[config.mk]
export PLATFORM = sky130hd
export DESIGN_NAME = queue_ctrl
export DESIGN_NICKNAME = d
export VERILOG_FILES = /design/src/rtl/queue_ctrl_pkg.sv /design/src/rtl/updown_count.sv /design/src/rtl/queue_ctrl.sv
export SDC_FILE = /design/constraint.sdc
export NUM_CORES = 1
export LEC_CHECK = 0
export BUFFER_PORTS_ARGS = -buffer_cell sky130_fd_sc_hd__buf_2
export CAP_MARGIN = 30
export CORE_UTILIZATION = 47
export CTS_BUF_LIST = sky130_fd_sc_hd__clkbuf_8
export CTS_CLUSTER_DIAMETER = 150
export DETAILED_ROUTE_END_ITERATION = 16
export MAX_ROUTING_LAYER = met4
export PLACE_DENSITY_LB_ADDON = 0.15
export SYNTH_ARGS = -nofsm -noshare
export SYNTH_HDL_FRONTEND = slang
export SYNTH_SLANG_ARGS = --single-unit
[constraint.sdc]
create_clock -name Clk -period 3.2 [get_ports Clk]
set_clock_uncertainty 0.05 [all_clocks]
set_input_delay 0.8 -clock Clk [delete_from_list [all_inputs] [get_ports Clk]]
set_output_delay 0.8 -clock Clk [all_outputs]
set_load 0.03 [all_outputs]
[src/rtl/queue_ctrl_pkg.sv]
// Shared definitions for the circular-buffer queue controller: occupancy-FSM encodings, default address width.
// Latency: n/a (constants only); backpressure: n/a.
package queue_ctrl_pkg;

    localparam int         QC_AW_DEFAULT = 3;

    localparam logic [1:0] Q_EMPTY   = 2'd0;
    localparam logic [1:0] Q_PARTIAL = 2'd1;
    localparam logic [1:0] Q_FULL    = 2'd2;

endpackage

[src/rtl/updown_count.sv]
// Up/down occupancy counter from a chain of half adder/subtractor slices, async reset, sync clear.
// Latency: Q updates one edge after Enable; backpressure: none, Enable is sampled every cycle.
module updown_count #(
    parameter int W = 4
) (
    input  logic         Clk,
    input  logic         Rst_n,
    input  logic         Clear,
    input  logic         Enable,
    input  logic         Direction,
    output logic [W-1:0] Q
);

    logic [W-1:0] q_q;
    logic [W-1:0] q_d;
    logic [W-1:0] ci;

    assign ci[0] = 1'b1;

    // Each slice toggles on carry-in; the carry ripples on a 1 counting up, on a 0 counting down.
    for (genvar i = 0; i < W; i++) begin : g_has
        assign q_d[i] = q_q[i] ^ ci[i];
        if (i < W - 1) begin : g_carry
            assign ci[i+1] = ci[i] & (Direction ? ~q_q[i] : q_q[i]);
        end
    end

    always_ff @(posedge Clk or negedge Rst_n) begin
        if (!Rst_n) begin
            q_q <= '0;
        end else if (Clear) begin
            q_q <= '0;
        end else if (Enable) begin
            q_q <= q_d;
        end
    end

    assign Q = q_q;

endmodule

[src/rtl/queue_ctrl.sv]
// Pointer/occupancy controller for a 2^AW-entry circular buffer: acceptance, pointers, FSM, sticky errors.
// Latency: strobes combinational, flags/Count/pointers one edge later; backpressure: push refused when full unless popping.
module queue_ctrl
    import queue_ctrl_pkg::*;
#(
    parameter int AW = QC_AW_DEFAULT
) (
    input  logic          Clk,
    input  logic          Rst_n,
    input  logic          Clear,
    input  logic          Push,
    input  logic          Pop,
    output logic          Wr_En,
    output logic [AW-1:0] Wr_Addr,
    output logic          Rd_En,
    output logic [AW-1:0] Rd_Addr,
    output logic [AW:0]   Count,
    output logic          Full,
    output logic          Empty,
    output logic          Overflow,
    output logic          Underflow
);

    localparam int          CW       = AW + 1;
    localparam int          DEPTH    = 2 ** AW;
    localparam logic [AW:0] CNT_LAST = CW'(DEPTH - 1);
    localparam logic [AW:0] CNT_ONE  = CW'(1);

    logic [AW-1:0] wr_ptr_q, wr_ptr_d;
    logic [AW-1:0] rd_ptr_q, rd_ptr_d;
    logic [1:0]    state_q, state_d;
    logic          full_q, full_d;
    logic          empty_q, empty_d;
    logic          ovf_q, ovf_d;
    logic          udf_q, udf_d;
    logic          push_ok;
    logic          pop_ok;
    logic [AW:0]   count;

    // A push into a full queue is still taken when a pop frees the slot in the same cycle.
    assign pop_ok  = ~Clear & Pop & ~empty_q;
    assign push_ok = ~Clear & Push & (~full_q | pop_ok);

    updown_count #(
        .W (CW)
    ) u_count (
        .Clk       (Clk),
        .Rst_n     (Rst_n),
        .Clear     (Clear),
        .Enable    (push_ok ^ pop_ok),
        .Direction (pop_ok),
        .Q         (count)
    );

    always_comb begin
        state_d = state_q;
        if (Clear) begin
            state_d = Q_EMPTY;
        end else begin
            case (state_q)
                Q_EMPTY: begin
                    if (push_ok && !pop_ok) begin
                        state_d = (DEPTH == 1) ? Q_FULL : Q_PARTIAL;
                    end
                end
                Q_PARTIAL: begin
                    if (push_ok && !pop_ok && count == CNT_LAST) begin
                        state_d = Q_FULL;
                    end else if (pop_ok && !push_ok && count == CNT_ONE) begin
                        state_d = Q_EMPTY;
                    end
                end
                Q_FULL: begin
                    if (pop_ok && !push_ok) begin
                        state_d = (DEPTH == 1) ? Q_EMPTY : Q_PARTIAL;
                    end
                end
                default: state_d = Q_EMPTY;
            endcase
        end
    end

    always_comb begin
        wr_ptr_d = Clear ? '0 : wr_ptr_q + AW'(push_ok);
        rd_ptr_d = Clear ? '0 : rd_ptr_q + AW'(pop_ok);
        full_d   = (state_d == Q_FULL);
        empty_d  = (state_d == Q_EMPTY);
        ovf_d    = ~Clear & (ovf_q | (Push & full_q & ~Pop));
        udf_d    = ~Clear & (udf_q | (Pop & empty_q));
    end

    always_ff @(posedge Clk or negedge Rst_n) begin
        if (!Rst_n) begin
            wr_ptr_q <= '0;
            rd_ptr_q <= '0;
            state_q  <= Q_EMPTY;
            full_q   <= 1'b0;
            empty_q  <= 1'b1;
            ovf_q    <= 1'b0;
            udf_q    <= 1'b0;
        end else begin
            wr_ptr_q <= wr_ptr_d;
            rd_ptr_q <= rd_ptr_d;
            state_q  <= state_d;
            full_q   <= full_d;
            empty_q  <= empty_d;
            ovf_q    <= ovf_d;
            udf_q    <= udf_d;
        end
    end

    assign Wr_En     = push_ok;
    assign Rd_En     = pop_ok;
    assign Wr_Addr   = wr_ptr_q;
    assign Rd_Addr   = rd_ptr_q;
    assign Count     = count;
    assign Full      = full_q;
    assign Empty     = empty_q;
    assign Overflow  = ovf_q;
    assign Underflow = udf_q;

endmodule

Yosys cells after proc, flatten, opt, wreduce, memory -nomap -nowiden. Cells that the tools add are included.

Bitwise operators: 25. Reduce and logical (&&, ||, !) cells: 9. $add $sub $neg: 2. Equality and inequality tests: 5. Muxes and demuxes: 13.

Operators by type and width (count): $and A1 B1 Y1 (11); $mux W2 (5); $mux W4 (2); $not A1 Y1 (7); $add A3 B1 Y3 (2); $mux W3 (2); $pmux W2 S3 (1); $eq A2 B2 Y1 const B (2); $eq A4 B1 Y1 const B (1); $eq A4 B3 Y1 const B (1); $logic_and A1 B1 Y1 (4); $logic_not A2 Y1 (2); $xor A1 B1 Y1 (4); $mux W1 (3); $or A1 B1 Y1 (3); $eq A2 B1 Y1 const B (1); $logic_not A1 Y1 (2); $reduce_bool A2 Y1 (1).

Logic and storage cells: 62. Bits in registers: 16.

Depth between registers and ports, before layout.
Word-level depth: 13. Gate-level depth with buffers: 8. Gate-level depth less buffers: 7.

Hierarchy. From an unflattened synthesis, not the netlist that was laid out.

Cells, all modules: 81. Area total of the unflattened synthesis: 835.8 um^2.

Modules (own cells, without submodules): queue_ctrl (cells each 58, sequential area each 301.5 um^2, area an instance 605.6 um^2, times used 1); updown_count (cells each 23, sequential area each 100.1 um^2, area an instance 230.2 um^2, times used 1).

Least setup slack after synthesis. Ideal clock, no wire load.

Path kind: input to register. From: input Clear. To: register u_count.q_q[3] (netlist: u_count.Q[3]). Path buffers: 1. Path slack: 0.120 ns. Data required time: 3.022 ns. Stages: 8. Arrival: 2.903 ns. Cells stage by stage: or3b_1 > buf_6 > inv_1 > o21ai_0 > ha_1 > or4_1 > mux2i_1 > mux2_1.

Longest elaborated chain between the ends: 9. Elaborated cells on any way between the ends: 16. Classes of those cells: 5 x mux; 10 x bitwise; 1 x reduce/logical.

RTL lines: start, declared (line queue_ctrl.sv:10) `input logic Clear,`; $not A1 Y1 (*) (line queue_ctrl.sv:41) `assign pop_ok = ~Clear & Pop & ~empty_q;`; $and A1 B1 Y1 (*) (2 in a row) (line queue_ctrl.sv:41); named net Rd_En (line queue_ctrl.sv:15) `output logic Rd_En,`; $mux W1 (line updown_count.sv:24) `assign ci[i+1] = ci[i] & (Direction ? ~q_q[i] : q_q[i]);`; $and A1 B1 Y1 (2 in a row) (line updown_count.sv:24); $xor A1 B1 Y1 (line updown_count.sv:22) `assign q_d[i] = q_q[i] ^ ci[i];`; $mux W4 (line updown_count.sv:33) `end else if (Enable) begin`; $mux W4 (line updown_count.sv:31) `end else if (Clear) begin`; end signal, assigned (line updown_count.sv:34) `q_q <= q_d;`; end, declared (line updown_count.sv:14) `logic [W-1:0] q_q;`.

The timed path passes the listed nets; every way through them passes the cells marked *. The select of a mux whose other input is x is not followed. A chain may end at the register's enable or synchronous reset.

Final worst setup path.
From: input Clear. To: register u_count.q_q[3] (netlist: u_count.Q[3]).

Longest elaborated chain between the ends: 9. Elaborated cells on any way between the ends: 16. Classes of those cells: 5 x mux; 10 x bitwise; 1 x reduce/logical.

RTL lines (line): $not A1 Y1 (queue_ctrl.sv:41, queue_ctrl.sv:42); $and A1 B1 Y1 (2 in a row) (queue_ctrl.sv:41); $mux W1 (updown_count.sv:24); $and A1 B1 Y1 (2 in a row) (updown_count.sv:24); $xor A1 B1 Y1 (updown_count.sv:22); $mux W4 (updown_count.sv:33); $mux W4 (updown_count.sv:31).

Several ways; a longest one is shown, not always the timed one. The select of a mux whose other input is x is not followed.

==> results.md <==
GRT:
- The first global-routing pass estimated 2620 µm of wire.
- The number of antenna violations at the first check in global routing was 0.
- The pin count of the biggest net entering global routing is 22.
- The aggregate global routing overflow is 0.
- The via count of the first global-routing pass was approximately 620.
- Global routing used 19.1% of the available tracks across all layers.

Synthesis:
- The most frequent cell after synthesis is dfrtp_1.
- The number of synthesized flops with an enable pin is 0.
- Summing every instance area after synthesis gives 867 µm².
- The sequential area share after synthesis is around 46%.
- For this run, the number of Yosys warnings is 0.
- The share of the synthesized area in the top cell type is 43.3%.
- After synthesis, the mean cell area works out to 10.8 µm².
- In this run, synthesis produced a sequential element count of 16.
- The number of nets produced by synthesis is 91.
- The number of instances in the synthesized netlist is 80.
- Among all flip-flop cells after synthesis, the most frequent one is dfrtp_1.
- Ranked by total cell area, the synthesized netlist is headed by dfrtp_1 (43%), ha_1 (8.7%), nor2_1 (4.8%), mux2i_1 (4.6%), mux2_1 (3.9%).
- Of all flip-flops after synthesis, the portion carrying an async set or reset was 100%.
- The commonest cells after synthesis are dfrtp_1 (15), nor2_1 (11), ha_1 (6), nor2b_1 (5), mux2i_1 (4).
- The post-synthesis cell type with the largest combined area is dfrtp_1.
- Yosys mapped the design onto 34 distinct sky130hd cell types.

Layout:
- From synthesis to final layout, the design area changed by 20.2%.
- The number of diodes is 0.
- The count of nets after finishing is roughly 120.
- In the final layout, the share of cells above drive strength 1 is 29.1%.
- The layout has 168 filler cells.

Detailed routing:
- After detailed routing, the average wire length per cell comes to 11.9 µm.
- The final wirelength is 1520 µm.
- The via-per-instance ratio is 5.08.
- The number of detailed-routing iterations run before antenna repair is 3.
- The detail route stage leaves a number of antenna-violating nets equal to 0.
- The total number of vias is 650.
- In the routed design, unresolved DRC markers number 0.
- In this run, the number of DRC markers left after iteration 0 of detailed routing was 4.

Power and ir drop:
- The internal power of the cells totals 344 µW.
- In this run, flip-flops and latches consume between 40 and 50% of the power.
- In this run, the combinational gates consume between 10% and 20% of the power.
- The switching part of the total is about a quarter.
- The power per unit of standard cell area is 441 nW/µm².
- The leakage power is 0.000587 µW.
- The maximum vdd ir drop is 0.288 mV.
- In this run the power spent charging and discharging nets is about 120 µW.
- The clock network accounts for about two fifths of the total power.

Timing:
- The total of endpoints with negative setup slack in the final report is 0.
- The post-route setup TNS is 0 ns.
- The achievable frequency is ~0.37 GHz.
- Setup slack closes at 0.528 ns.
- The worst pin sits at a relative slew slack of 75.8%.
- The total count of max-transition violations in the final report was 0.
- The final count of hold timing violations is 0.
- The worst-margin pin slew is 0.363 ns.
- Setup repair after global routing left no endpoint under its margin.
- Subtracting the final worst setup slack from the clock period gives around 2.7 ns.
- The part of the cycle the worst path needs is 83.5%.

Worst setup path:
- The critical path launch point is Clear.
- Data on the critical path is required at its endpoint by 3.28 ns.
- Along the worst path, the maximum fanout reaches 7.
- The endpoint identified for the worst register-to-register timing path is u_count.Q[3].
- The arrival time at the worst endpoint is 2.76 ns.
- Counting cells, the worst reg-to-reg path comes to 7.
- The kind of end point of the critical path is a register.
- The startpoint identified for the worst register-to-register timing path is Empty.
- The startpoint kind of the worst setup timing path is an input pin.
- The critical setup path kind is input pin to register.
- The flop-to-flop setup slack is approximately 0.79 ns.

Clocking:
- The number of hold buffers added after CTS was 0.
- For the worst-skew pair, the clock arrives at the later sink with an insertion delay of about 0.25 ns.
- The post-CTS resize count is 0.
- Buffers added to address setup during post-CTS repair amount to 0.
- The clock-pin slew on the worst setup and hold paths is 0.06 ns.
- The maximum number of buffers from clock root to sink is 2.
- The cell at the root of the clock tree is clkbuf_8.
- Buffers inserted during clock tree synthesis total 3.
- The CTS H-tree depth is 1.
- TritonCTS built the clock tree.
- The TritonCTS sink count is 16.

Floorplan:
- Row generation in the floorplan step produced 15 rows.
- Pin placement for this block handled 21 I/O pins.
- The floorplan step defined a core boundary enclosing 1730 µm².
- Once the floorplan was initialized, standard cells occupied 50.2% of the core.
- The chip width is 45.0 µm.
- The overall die area is roughly 2000 µm².
- The chip height is 45.0 µm.

Flow run:
- The tool flagged a number of max-cap violations equal to 0.

Status:
- The flow ran to the end, and the final reports show no timing, DRC or antenna violations.

Placed design:
- The wire-length estimate of the detail-placed layout is 1080 µm.
- The worst slack at placement is 0.258 ns.
- The global placer's final weighted congestion is between 0.7 and 0.8.
- During placement, the flow inserted port buffers numbering 20.

Hold path:
- The path class of the lowest-slack min-delay path is input pin to asynchronous set/reset pin.
[power groups by stage]
| stage | registers (µW) | clock network (µW) | logic (µW) |
|---|---|---|---|
| finish | 219 | 176 | 64.6 |
| global route | 221 | 189 | 72.8 |
| CTS | 219 | 183 | 65.4 |
| detailed placement | 223 | 0 | 65.1 |
| global placement | 222 | 0 | 64.9 |
| floorplan | 235 | 0 | 32.6 |
[flip-flops by register name, indices dropped and copies added (netlist names)]
register   flops
Rd_Addr        3
Overflow       1
Wr_Addr        3
u_count.Q      4
Full           1
Empty          1
state_q        2
Underflow      1
[critical path, cell delays in order]
cell	delay (ns)
buf_2	0.10
or3b_1	0.36
inv_1	0.13
o21ai_0	0.11
ha_1	0.37
or4_1	0.41
mux2i_1	0.15
mux2_1	0.33
[kinds of logic after synthesis]
family | count (synthesis) | synth area share [%]
flops | 16 | 46.3
fa+ha+maj | 6 | 8.66
compound gates | 10 | 7.94
mux | 7 | 8.51
buf+inv | 5 | 3.90
simple gates | 34 | 22.7
xor+xnor | 2 | 2.02
[area by class of cell]
| type | instances | area, µm² | share of cell area (%) |
|---|---|---|---|
| Clock buffer | 4 | 55.1 | 5.28 |
| Inverter | 2 | 7.51 | 0.720 |
| Multi-Input combinational cell | 59 | 432 | 41.4 |
| Sequential cell | 16 | 402 | 38.5 |
| Tap cell | 25 | 31.3 | 3.00 |
| Timing Repair Buffer | 22 | 115 | 11.0 |
[worst max-delay path by stage]
stage | endpoint | slack (ns) | cells after the start
6_report | u_count.Q[3] | 0.53 | 8
5_1_grt | u_count.Q[3] | 0.42 | 8
4_1_cts | u_count.Q[3] | 0.52 | 8
3_5_place_dp | u_count.Q[3] | 0.26 | 8
3_3_place_gp | u_count.Q[3] | 0.30 | 8
2_1_floorplan | u_count.Q[3] | 0.12 | 8
[placed cells by master (no fill, tap or decap), types with 2 or more instances in the layout]
master	netlist	layout
a21oi_1	2	2
and2b_1	2	2
buf_2	0	20
buf_4	0	2
clkbuf_8	0	4
dfrtp_1	15	15
ha_1	6	6
inv_1	2	2
mux2_1	3	3
mux2i_1	4	4
nand2_1	2	2
nor2_1	11	11
nor2b_1	5	5
nor3_1	2	2
or2_2	2	2
xnor2_1	2	2
[stage by stage]
step           std cells  total power (µW)  hold slack, ns  utilization (%)  area, µm²
2_1_floorplan         80               267           0.454                -        867
5_1_grt              128               483           0.437             60.4       1040
6_report             128               460           0.407             60.4       1040
3_5_place_dp         124               288           0.440             57.2        987
3_3_place_gp         124               287           0.426             57.2        987
4_1_cts              128               468           0.418             60.4       1040
[routing by layer]
metal | share of wire, % | routed length (µm) | track usage, % | vias to the layer above
met1 | 49 | 747 | 25.3 | 313
met5 | 0 | 0 | - | -
met4 | 0.66 | 10 | 10.9 | 0
met2 | 47 | 715 | 27.2 | 10
li1 | - | - | - | 325
met3 | 3.2 | 49 | 3.60 | 2
Note: power is estimated with default switching activity, not from simulation.
